`config.mk`:
```
export PLATFORM = sky130hd
export DESIGN_NAME = sys_trace_monitor_flat
export DESIGN_NICKNAME = d
export VERILOG_FILES = /design/src/rtl/sys_trace_monitor_pkg.sv /design/src/rtl/sys_trace_monitor_if.sv /design/src/rtl/sys_trace_monitor_ram.sv /design/src/rtl/sys_trace_monitor.sv /design/src/flat_wrapper.sv
export SDC_FILE = /design/constraint.sdc
export NUM_CORES = 2
export LEC_CHECK = 0
export BUFFER_PORTS_ARGS = -buffer_cell sky130_fd_sc_hd__buf_4
export CAP_MARGIN = 40
export CORE_MARGIN = 2
export CORE_UTILIZATION = 60
export CTS_BUF_LIST = sky130_fd_sc_hd__clkbuf_4
export CTS_CLUSTER_DIAMETER = 40
export DETAILED_ROUTE_END_ITERATION = 10
export GPL_TIMING_DRIVEN = 0
export PLACE_DENSITY = 0.78
export SYNTH_ARGS = -nofsm -noshare
export SYNTH_HDL_FRONTEND = slang
export SYNTH_SLANG_ARGS = --single-unit
```
`constraint.sdc`:
```
create_clock -name SYS_clk -period 31 [get_ports SYS_clk]
set_clock_uncertainty 0.2 [all_clocks]
set_input_delay 3.1 -clock SYS_clk [delete_from_list [all_inputs] [get_ports SYS_clk]]
set_output_delay 3.1 -clock SYS_clk [all_outputs]
set_load 0.02 [all_outputs]
```
`src/rtl/sys_trace_monitor_pkg.sv`:
```
// ---------------------------------------------------------------------------
// sys_dbg_pkg
// Shared definitions for the system trace monitor:
//   - mode_e      : operating mode encoding driven on the 2-bit mode input
//   - cap_state_e : capture FSM states
//   - DEF_*       : default parameter values used by the interface and top
// ---------------------------------------------------------------------------
package sys_dbg_pkg;

  typedef enum logic [1:0] {
    MODE_LIVE   = 2'd0,
    MODE_TRACE  = 2'd1,
    MODE_REPLAY = 2'd2,
    MODE_STEP   = 2'd3
  } mode_e;

  typedef enum logic [1:0] {
    ST_IDLE   = 2'd0,
    ST_ARMED  = 2'd1,
    ST_POST   = 2'd2,
    ST_FROZEN = 2'd3
  } cap_state_e;

  localparam int DEF_DATA_W    = 32;
  localparam int DEF_NUM_CH    = 8;
  localparam int DEF_DEPTH     = 16;
  localparam int DEF_POST_TRIG = 4;

endpackage

```
`src/rtl/sys_trace_monitor_if.sv`:
```
// ---------------------------------------------------------------------------
// sys_trace_monitor_if
// Bundles the observed processor channels, the debug controls and the
// monitor's display/status outputs.
//   master : the observed system / debug host (drives channels and controls)
//   slave  : the trace monitor (drives SYS_leds, out_PC, status, cpu_stall)
// Signals:
//   ch_data   flattened channels, ch k = ch_data[k*DATA_W +: DATA_W]
//   ch_valid  one-cycle commit strobe per retired instruction
//   mode      LIVE / TRACE / REPLAY / STEP
//   out_sel   channel select for SYS_leds
//   rd_idx    replay index, 0 = oldest stored entry
//   trig_en   arm PC-match trigger, trig_pc = PC to match
//   clear     synchronous clear of trace state
//   step      single-step request level
//   SYS_leds  registered display value, out_PC registered channel 0
//   trig_hit  sticky trigger flag, buf_full buffer holds DEPTH entries
//   cpu_stall processor hold request
// ---------------------------------------------------------------------------
interface sys_trace_monitor_if
  import sys_dbg_pkg::*;
#(
  parameter int DATA_W = DEF_DATA_W,
  parameter int NUM_CH = DEF_NUM_CH,
  parameter int DEPTH  = DEF_DEPTH
);
  logic [NUM_CH*DATA_W-1:0]  ch_data;
  logic                      ch_valid;
  logic [1:0]                mode;
  logic [3:0]                out_sel;
  logic [$clog2(DEPTH)-1:0]  rd_idx;
  logic                      trig_en;
  logic [DATA_W-1:0]         trig_pc;
  logic                      clear;
  logic                      step;
  logic [DATA_W-1:0]         SYS_leds;
  logic [DATA_W-1:0]         out_PC;
  logic                      trig_hit;
  logic                      buf_full;
  logic                      cpu_stall;

  modport master (
    output ch_data, ch_valid, mode, out_sel, rd_idx, trig_en, trig_pc,
           clear, step,
    input  SYS_leds, out_PC, trig_hit, buf_full, cpu_stall
  );

  modport slave (
    input  ch_data, ch_valid, mode, out_sel, rd_idx, trig_en, trig_pc,
           clear, step,
    output SYS_leds, out_PC, trig_hit, buf_full, cpu_stall
  );
endinterface

```
`src/rtl/sys_trace_monitor_ram.sv`:
```
// ---------------------------------------------------------------------------
// trace_ram
// DEPTH x WIDTH trace storage: synchronous write, asynchronous read.
// Contents are not reset.
//   clk      write clock (rising edge)
//   we_i     write enable, waddr_i / wdata_i write port
//   raddr_i  combinational read address, rdata_o read data
// ---------------------------------------------------------------------------
module trace_ram #(
  parameter int DEPTH = 16,
  parameter int WIDTH = 256
) (
  input  logic                     clk,
  input  logic                     we_i,
  input  logic [$clog2(DEPTH)-1:0] waddr_i,
  input  logic [WIDTH-1:0]         wdata_i,
  input  logic [$clog2(DEPTH)-1:0] raddr_i,
  output logic [WIDTH-1:0]         rdata_o
);
  logic [WIDTH-1:0] mem_q [DEPTH];

  always_ff @(posedge clk) begin
    if (we_i) mem_q[waddr_i] <= wdata_i;
  end

  assign rdata_o = mem_q[raddr_i];
endmodule

```
`src/rtl/sys_trace_monitor.sv`:
```
// ---------------------------------------------------------------------------
// sys_trace_monitor
// Observes NUM_CH processor channels (channel 0 = PC), shows a selected
// channel on SYS_leds, records committed instructions into a circular
// trace buffer with a PC-match trigger and post-trigger window, replays
// stored entries, and single-steps the processor via cpu_stall.
// Ports:
//   SYS_clk    sole clock, rising edge
//   SYS_reset  asynchronous active-low reset
//   bus        sys_trace_monitor_if.slave (channels, controls, outputs)
// ---------------------------------------------------------------------------
module sys_trace_monitor
  import sys_dbg_pkg::*;
#(
  parameter int DATA_W    = DEF_DATA_W,
  parameter int NUM_CH    = DEF_NUM_CH,
  parameter int DEPTH     = DEF_DEPTH,
  parameter int POST_TRIG = DEF_POST_TRIG
) (
  input logic                SYS_clk,
  input logic                SYS_reset,
  sys_trace_monitor_if.slave bus
);
  localparam int AW    = $clog2(DEPTH);
  localparam int CW    = $clog2(NUM_CH);
  localparam int ROW_W = NUM_CH * DATA_W;
  localparam int CNT_W = AW + 1;

  localparam logic [CNT_W-1:0] FULL_CNT  = CNT_W'(DEPTH);
  localparam logic [AW-1:0]    POST_LOAD = AW'(POST_TRIG);

  // Channel views
  logic [NUM_CH-1:0][DATA_W-1:0] ch_w;
  logic [NUM_CH-1:0][DATA_W-1:0] rd_row;
  mode_e                         mode;
  logic [CW-1:0]                 sel;
  logic                          sel_ok;

  assign ch_w   = bus.ch_data;
  assign mode   = mode_e'(bus.mode);
  assign sel    = bus.out_sel[CW-1:0];
  assign sel_ok = int'(bus.out_sel) < NUM_CH;

  // Capture state
  cap_state_e       state_q, state_d;
  logic [AW-1:0]    wr_ptr_q, wr_ptr_d;
  logic [CNT_W-1:0] count_q, count_d;
  logic [AW-1:0]    post_cnt_q, post_cnt_d;
  logic             trig_hit_q, trig_hit_d;
  logic             buf_full_q, buf_full_d;
  logic             we;

  // Display / step registers
  logic [DATA_W-1:0] leds_q, leds_d;
  logic [DATA_W-1:0] pc_q;
  logic              step_q;
  logic              stall_q, stall_d;

  // Oldest entry is implied by wr_ptr and count: while filling it is slot 0,
  // once full (count[AW-1:0] wraps to 0) it tracks wr_ptr.
  logic [AW-1:0] oldest;
  logic [AW-1:0] rd_addr;
  logic          rd_ok;

  assign oldest  = wr_ptr_q - count_q[AW-1:0];
  assign rd_addr = oldest + bus.rd_idx;
  assign rd_ok   = {1'b0, bus.rd_idx} < count_q;

  trace_ram #(
    .DEPTH (DEPTH),
    .WIDTH (ROW_W)
  ) u_ram (
    .clk     (SYS_clk),
    .we_i    (we),
    .waddr_i (wr_ptr_q),
    .wdata_i (ch_w),
    .raddr_i (rd_addr),
    .rdata_o (rd_row)
  );

  // Capture next-state
  always_comb begin
    state_d    = state_q;
    wr_ptr_d   = wr_ptr_q;
    count_d    = count_q;
    post_cnt_d = post_cnt_q;
    trig_hit_d = trig_hit_q;
    we         = 1'b0;

    if (bus.clear) begin
      // clear beats a same-cycle commit
      state_d    = ST_IDLE;
      wr_ptr_d   = '0;
      count_d    = '0;
      post_cnt_d = '0;
      trig_hit_d = 1'b0;
    end else begin
      unique case (state_q)
        ST_IDLE: begin
          if (mode == MODE_TRACE) state_d = ST_ARMED;
        end
        ST_ARMED, ST_POST: begin
          if (mode != MODE_TRACE) begin
            state_d = ST_IDLE;
          end else if (bus.ch_valid) begin
            we       = 1'b1;
            wr_ptr_d = wr_ptr_q + 1'b1;
            if (count_q != FULL_CNT) count_d = count_q + 1'b1;
            if (state_q == ST_ARMED) begin
              if (bus.trig_en && (ch_w[0] == bus.trig_pc)) begin
                trig_hit_d = 1'b1;
                post_cnt_d = POST_LOAD;
                state_d    = (POST_TRIG == 0) ? ST_FROZEN : ST_POST;
              end
            end else begin
              post_cnt_d = post_cnt_q - 1'b1;
              if (post_cnt_q <= AW'(1)) state_d = ST_FROZEN;
            end
          end
        end
        ST_FROZEN: begin
          // persists through TRACE and REPLAY
          if (mode == MODE_LIVE || mode == MODE_STEP) state_d = ST_IDLE;
        end
        default: state_d = ST_IDLE;
      endcase
    end

    buf_full_d = (count_d == FULL_CNT);
  end

  always_ff @(posedge SYS_clk or negedge SYS_reset) begin
    if (!SYS_reset) begin
      state_q    <= ST_IDLE;
      wr_ptr_q   <= '0;
      count_q    <= '0;
      post_cnt_q <= '0;
      trig_hit_q <= 1'b0;
      buf_full_q <= 1'b0;
    end else begin
      state_q    <= state_d;
      wr_ptr_q   <= wr_ptr_d;
      count_q    <= count_d;
      post_cnt_q <= post_cnt_d;
      trig_hit_q <= trig_hit_d;
      buf_full_q <= buf_full_d;
    end
  end

  // Display and single-step
  always_comb begin
    leds_d = leds_q;
    if (mode == MODE_REPLAY) begin
      leds_d = (sel_ok && rd_ok) ? rd_row[sel] : '0;
    end else if (sel_ok) begin
      leds_d = ch_w[sel];
    end
    // stall released for one cycle after each rising edge of step
    stall_d = (mode == MODE_STEP) && !(bus.step && !step_q);
  end

  always_ff @(posedge SYS_clk or negedge SYS_reset) begin
    if (!SYS_reset) begin
      leds_q  <= '0;
      pc_q    <= '0;
      step_q  <= 1'b0;
      stall_q <= 1'b0;
    end else begin
      leds_q  <= leds_d;
      pc_q    <= ch_w[0];
      step_q  <= bus.step;
      stall_q <= stall_d;
    end
  end

  assign bus.SYS_leds  = leds_q;
  assign bus.out_PC    = pc_q;
  assign bus.trig_hit  = trig_hit_q;
  assign bus.buf_full  = buf_full_q;
  assign bus.cpu_stall = stall_q;

endmodule

```
`src/flat_wrapper.sv`:
```
// flat-port wrapper written by rule: the top's interface ports become plain ports
module sys_trace_monitor_flat import sys_dbg_pkg::*;
#(
  parameter int DATA_W    = DEF_DATA_W,
  parameter int NUM_CH    = DEF_NUM_CH,
  parameter int DEPTH     = DEF_DEPTH,
  parameter int POST_TRIG = DEF_POST_TRIG
)
  (SYS_clk, SYS_reset, bus_ch_data, bus_ch_valid, bus_mode, bus_out_sel, bus_rd_idx, bus_trig_en, bus_trig_pc, bus_clear, bus_step, bus_SYS_leds, bus_out_PC, bus_trig_hit, bus_buf_full, bus_cpu_stall);
  sys_trace_monitor_if #(.DATA_W(DATA_W), .NUM_CH(NUM_CH), .DEPTH(DEPTH)) bus_i ();
  input logic SYS_clk;
  input logic SYS_reset;
  input wire logic [$bits(bus_i.ch_data)-1:0] bus_ch_data;
  input wire logic [$bits(bus_i.ch_valid)-1:0] bus_ch_valid;
  input wire logic [$bits(bus_i.mode)-1:0] bus_mode;
  input wire logic [$bits(bus_i.out_sel)-1:0] bus_out_sel;
  input wire logic [$bits(bus_i.rd_idx)-1:0] bus_rd_idx;
  input wire logic [$bits(bus_i.trig_en)-1:0] bus_trig_en;
  input wire logic [$bits(bus_i.trig_pc)-1:0] bus_trig_pc;
  input wire logic [$bits(bus_i.clear)-1:0] bus_clear;
  input wire logic [$bits(bus_i.step)-1:0] bus_step;
  output wire logic [$bits(bus_i.SYS_leds)-1:0] bus_SYS_leds;
  output wire logic [$bits(bus_i.out_PC)-1:0] bus_out_PC;
  output wire logic [$bits(bus_i.trig_hit)-1:0] bus_trig_hit;
  output wire logic [$bits(bus_i.buf_full)-1:0] bus_buf_full;
  output wire logic [$bits(bus_i.cpu_stall)-1:0] bus_cpu_stall;
  assign bus_i.ch_data = bus_ch_data;
  assign bus_i.ch_valid = bus_ch_valid;
  assign bus_i.mode = bus_mode;
  assign bus_i.out_sel = bus_out_sel;
  assign bus_i.rd_idx = bus_rd_idx;
  assign bus_i.trig_en = bus_trig_en;
  assign bus_i.trig_pc = bus_trig_pc;
  assign bus_i.clear = bus_clear;
  assign bus_i.step = bus_step;
  assign bus_SYS_leds = bus_i.SYS_leds;
  assign bus_out_PC = bus_i.out_PC;
  assign bus_trig_hit = bus_i.trig_hit;
  assign bus_buf_full = bus_i.buf_full;
  assign bus_cpu_stall = bus_i.cpu_stall;
  sys_trace_monitor #(.DATA_W(DATA_W), .NUM_CH(NUM_CH), .DEPTH(DEPTH), .POST_TRIG(POST_TRIG)) u_core (.SYS_clk(SYS_clk), .SYS_reset(SYS_reset), .bus(bus_i));
endmodule
```
# Yosys cells after proc, flatten, opt, wreduce, memory -nomap -nowiden
# Memories as Yosys holds them, arrays and structs flattened.
# Index checks and enable logic that the tools add are counted.
dict set report totals {
  inputBits 304
  elab_cells 99
  regBits 83
  ram_bits 4096
  n_memories 1
}
# name depth width rd rd_ports_with_merged_regs wr line_no
set mem_list {}
lappend mem_list {u_core.u_ram.mem_q 16 256 1 0 1 sys_trace_monitor_ram.sv:20} ;# logic [WIDTH-1:0] mem_q [DEPTH];
dict set report classes {
  eq_ne 17
  n_lt_le_gt_ge 4
  n_addsub 5
  mux 43
  reduce_logical 19
}
# cell n
set ops {}
lappend ops {{binary-select mux 32 bit (select 3 bit)} 2}
lappend ops {{2-to-1 mux 32 bit} 5}
lappend ops {{2-to-1 mux 4 bit} 10}
lappend ops {{equality test 32 bit} 1}
lappend ops {{2-to-1 mux 5 bit} 5}
lappend ops {{2-to-1 mux 2 bit} 8}
lappend ops {{2-to-1 mux 1 bit} 12}
lappend ops {{AND reduction 5 bit} 2}
lappend ops {{nonzero test 2 bit} 5}
lappend ops {{equality test 2 bit, second input constant} 4}
lappend ops {{inequality test 3 x 2 -> 1 bit, second input constant} 2}
lappend ops {{case mux 2 bit (3 select lines)} 1}
lappend ops {{adder 5 x 1 -> 5 bit, second input constant} 1}
lappend ops {{equality test 5 bit, second input constant} 1}
lappend ops {{less-than comparator 4 x 5 -> 1 bit} 1}
lappend ops {{inequality test 5 x 2 -> 1 bit, second input constant} 1}
lappend ops {{inequality test 5 x 4 -> 1 bit, second input constant} 1}
lappend ops {{inequality test 5 bit, second input constant} 1}
lappend ops {{adder 4 x 1 -> 4 bit, second input constant} 1}
lappend ops {{adder 4 bit} 1}
lappend ops {{equality test 2 x 1 -> 1 bit, second input constant} 2}
lappend ops {{<= comparator 4 x 1 -> 1 bit, second input constant} 1}
lappend ops {{logical AND 1 bit} 4}
lappend ops {{logical NOT 2 bit} 2}
lappend ops {{13 further kinds} 14}

# Longest topological paths before layout
dict set report depth {
  ltp_word 8
  depth_mapped 15
  mapped_depth_nobuf 12
}

# Cells and area by module
# A second synthesis with hierarchy kept.
dict set report hier_totals {
  cells_unflattened 7044
  hier_area_um2 161467.4
}
# mod seq_area_each_um2 cells_per_inst area_each_um2 n_inst
set by_module_without_submodules {}
lappend by_module_without_submodules {trace_ram 122998.0 6392 153531.0 1}
lappend by_module_without_submodules {sys_trace_monitor 2077.0 652 7936.4 1}

# Worst setup path before layout
# Ideal clock, no wire load.
dict set report synth_path {
  path_kind {in2reg}
  start {in bus_mode[1]}
  end {mem u_core.u_ram.mem_q[0][0], enable pin}
  arrival_time_ns 21.142
  setup_slack_ns 8.470
  stages 6
  t_required_ns 29.611
  path_buffers 0
  cell_sequence {inv_1 ha_1 nand3_1 nor2_1 nand2_1 nor3_1}
}
dict set report synth_between {
  elab_chain_len 6
}
# element line_no
set synth_rtl {}
lappend synth_rtl {{start: declaration} flat_wrapper.sv:15} ;# input wire logic [$bits(bus_i.mode)-1:0] bus_mode;
lappend synth_rtl {{inequality test 2 x 1 -> 1 bit} sys_trace_monitor.sv:103} ;# if (mode != MODE_TRACE) begin
lappend synth_rtl {{2-to-1 mux 1 bit} sys_trace_monitor.sv:103}
lappend synth_rtl {{2-to-1 mux 1 bit} sys_trace_monitor.sv:98} ;# unique case (state_q)
lappend synth_rtl {{2-to-1 mux 1 bit} sys_trace_monitor.sv:90} ;# if (bus.clear) begin
lappend synth_rtl {{2-to-1 mux 1 bit} sys_trace_monitor_ram.sv:23} ;# if (we_i) mem_q[waddr_i] <= wdata_i;
lappend synth_rtl {{2-to-1 mux 1 bit (implied by the code)} sys_trace_monitor_ram.sv:23}
lappend synth_rtl {{end: declaration} sys_trace_monitor_ram.sv:20}
# No other way between the ends.

# Final worst setup path
dict set report layout_path {
  start {in bus_rd_idx[1]}
  end {reg u_core.leds_q[2], in the netlist u_core.bus.SYS_leds[2]}
}
dict set report layout_between {
  elab_chain_len 6
}
# element line_no
set layout_rtl {}
lappend layout_rtl {{start: declaration} flat_wrapper.sv:17} ;# input wire logic [$bits(bus_i.rd_idx)-1:0] bus_rd_idx;
lappend layout_rtl {{adder 4 bit} sys_trace_monitor.sv:66} ;# assign rd_addr = oldest + bus.rd_idx;
lappend layout_rtl {{memory read (16 x 256 bit)} --}
lappend layout_rtl {{binary-select mux 32 bit (select 3 bit)} sys_trace_monitor.sv:154} ;# leds_d = (sel_ok && rd_ok) ? rd_row[sel] : '0;
lappend layout_rtl {{2-to-1 mux 32 bit (implied by the code)} sys_trace_monitor.sv:154}
lappend layout_rtl {{2-to-1 mux 32 bit *} sys_trace_monitor.sv:154}
lappend layout_rtl {{2-to-1 mux 32 bit *} sys_trace_monitor.sv:153} ;# if (mode == MODE_REPLAY) begin
lappend layout_rtl {{end signal: assignment} sys_trace_monitor.sv:169} ;# leds_q <= leds_d;
lappend layout_rtl {{end: declaration} sys_trace_monitor.sv:54} ;# logic [DATA_W-1:0] leds_q, leds_d;
# Every way passes the cells marked *; elsewhere a longest branch is shown, timed or not. The select of a mux whose other input is x is not followed.
# A chain may end at the register's enable or synchronous reset.

==> results.md <==
* Status: complete, no violations
* I/O Buffers at 367
* Hold_buf cts at 0
* Crit start category: input pin
* Clock Path Buffers at 5
* Post-Layout Cell Count at 13,340
* Slew margin rel. at 33.03%
* Post-Syn Area per Cell at 22.44 um2
* Synth warn at 0
* Fmax at 127.9 MHz
* Slew Limit Fails at 0
* VDD IR max at 0.00004682 V
* Met2 usage at 51.62%
* Pwr/cell area at 68.42 nW/um2
* Yosys reg bits at 4,179
* Cell Area, Synth at 161,900 um2
* Tmin final at 7.816 ns
* Hold Path Class: reg -> reg
* Post-DP Area at 174,600 um2
* Final hold vios at 0
* Initial DRC count at 15,940
* M3 GR Usage at 12.48%
* Initial antenna violation count at 125
* Clock transition at the registers of the reported paths at 0.06 ns
* Worst path required time at 32.29 ns
* CTS buffer count at 1,098
* Global-route wire length before repair at 653,900 um
* Root buffer cell: clkbuf_4
* Chip height at 523.5 um
* Vias in the first global route at 90,570
* Commonest non-fill, non-tap cells in the layout: edfxtp_1 (4,096), clkbuf_4 (1,546), mux4_2 (1,134)
* Post-synth EDFFs at 4,096
* Syn Nets at 7,543
* Setup ws final at 23.18 ns
* Wire length per cell at 35.45 um
* CP Class: in -> reg
* Measured slew at the worst slew-check pin at 1.005 ns
* Cell area after layout at 187,500 um2
* Io pins at 371
* Drt first pass iters at 6
* Register area share after synthesis at 77.25%
* CTS sink count at 4,179
* RSZ-0062 raised after global routing: no
* CTS resizes at 0
* DIE WIDTH at 523.5 um
* Power Total at 12,830 uW
* Placed cell count at 11,490
* Post-synth top flop: edfxtp_1
* Drt drc at 0
* Post-synthesis cell type count at 59
* Grt ovf at 0
* Post-synth ARST share at 1.986%
* Via-to-Cell Ratio at 6.802
* Total Routing Usage GR at 34.96%
* Crit-path max FO at 10
* Die ar. at 274,000 um2
* Setup tns final at 0 ns
* Final setup violation count at 0
* Fin crit share at 25.21%
* Worst-skew pair later-pin latency at 1.67 ns
* Post-Syn Instances at 7,215
* Place WS at 21.77 ns
* Busiest layer in global routing: met2
* Fillers at 15,600
* Routability cong. at 0.9579
* Detail Route Antenna Nets at 0
* Synth-to-Final Area Change at 15.79%
* Critical Path AT at 9.10 ns
* Share of cells above drive strength 1 at 38.18%
* H-tree depth at 7
* Row cnt at 190
* Most common cell after layout, fill and taps aside: edfxtp_1
* Final wirelength at 472,800 um
* Dpl hpwl at 325,800 um
* Setup Buffers After CTS at 0
* Initial core utilization at 60.38%
* Leakage at 0.06178 uW
* Nets at 9,365
* CP Capture Type: flop
* Largest net degree at the start of global routing at 64
* Routing usage on met1 at 44.68%
* CTS tree: done
* Max-cap viol count at 0
* Vias at 90,720
* Core area at 268,200 um2
==> routing by layer <==
layer,share of wire [%],wire length [um],vias to the layer above
met5,0.087,410,-
met4,6.6,30990,62
met2,46,217700,8442
li1,-,-,34900
met1,32,149900,45980
met3,16,73710,1343
==> state kept, by name, indices dropped and copies added, names as in the netlist, 2 cells and up <==
signal               cells
u_core.state_q           2
u_core.post_cnt_q        4
u_core.count_q           5
u_core.bus.out_PC       32
u_core.wr_ptr_q          4
u_core.bus.SYS_leds     32
u_core.u_ram.mem_q    4096
==> report_power, final <==
group	switching, uW	internal, uW
combinational	1230	848
sequential	18.6	6220
clock	2180	2330
total	3430	9400
==> worst max-delay path, stage by stage <==
cell,delay [ns]
buf_4,0.10
inv_1,0.06
fa_1,0.55
inv_1,0.08
fa_1,0.47
buf_2,0.24
buf_2,0.32
buf_2,0.43
buf_2,0.70
clkbuf_1,0.76
mux4_2,0.35
nand2_1,0.07
a32oi_1,0.71
nand4_1,0.60
o32ai_1,0.49
==> metrics by stage <==
stage | util, % | hold WS [ns]
5_1_grt | 69.88 | 0.3812
3_5_place_dp | 65.11 | 0.2971
2_1_floorplan | - | 0.2842
6_report | 69.91 | 0.3241
4_1_cts | 69.83 | 0.3225
3_3_place_gp | 63.06 | 0.3003
==> cell families after synthesis <==
| group | count (synthesis) | synth area share (%) |
|---|---|---|
| xor gates and xnor gates | 43 | 0.2720 |
| AOI/OAI and AO/OA | 306 | 1.464 |
| buffers and inverters | 437 | 1.255 |
| muxes | 1389 | 17.38 |
| adders and majority gates | 24 | 0.1994 |
| and+or+nand+nor | 837 | 2.183 |
| DFF | 4179 | 77.25 |
==> synthesized netlist by cell type, types with 8 or more instances <==
cell type,n,area (um2)
nor3_1,11,55.05
buf_1,26,97.59
o22ai_1,9,56.30
buf_6,12,135.1
a31oi_1,48,300.3
edfxtp_1,4096,123000
clkbuf_1,204,765.7
inv_1,26,97.59
dfrtp_1,83,2077
ha_1,21,262.8
mux2i_1,221,2212
a41o_1,8,80.08
nand3_1,102,510.5
xnor2_1,32,280.3
a32oi_1,129,1130
mux2_2,34,382.9
nand2b_1,29,181.4
nand4_1,58,362.9
nor2_1,196,735.7
buf_2,141,705.7
mux4_2,1134,25540
buf_4,25,187.7
o32ai_1,24,210.2
nand2_1,429,1610
a21oi_1,43,215.2
==> final cells by class <==
cell class | instances | area [um2] | share of cell area, %
plain buffers | 411 | 1937 | 1.033
flip-flops and latches | 4179 | 125100 | 66.72
clock inverters | 221 | 1055 | 0.5626
well taps | 3552 | 4444 | 2.371
repair buffers | 722 | 8120 | 4.331
inverters | 26 | 97.59 | 0.05206
diodes | 83 | 207.7 | 0.1108
multi-input cells | 2599 | 34940 | 18.64
clock buffers | 1545 | 11600 | 6.187
==> final timing paths <==
| kind | cells past startpoint | start | to | slack (ns) |
|---|---|---|---|---|
| max | 15 | bus_rd_idx[1] | u_core.bus.SYS_leds[2] | 23.18 |
| min | 2 | u_core.bus.trig_hit | u_core.bus.trig_hit | 0.32 |
| max reg2reg | 14 | u_core.wr_ptr_q[1] | u_core.bus.SYS_leds[2] | 24.28 |
| min reg2reg | 2 | u_core.bus.trig_hit | u_core.bus.trig_hit | 0.32 |
| max in group asynchronous | 2 | SYS_reset | u_core.bus.SYS_leds[19] | 28.51 |
| min in group asynchronous | 1 | SYS_reset | u_core.bus.out_PC[29] | 1.12 |
No activity file was read; power rests on OpenSTA's default activity.
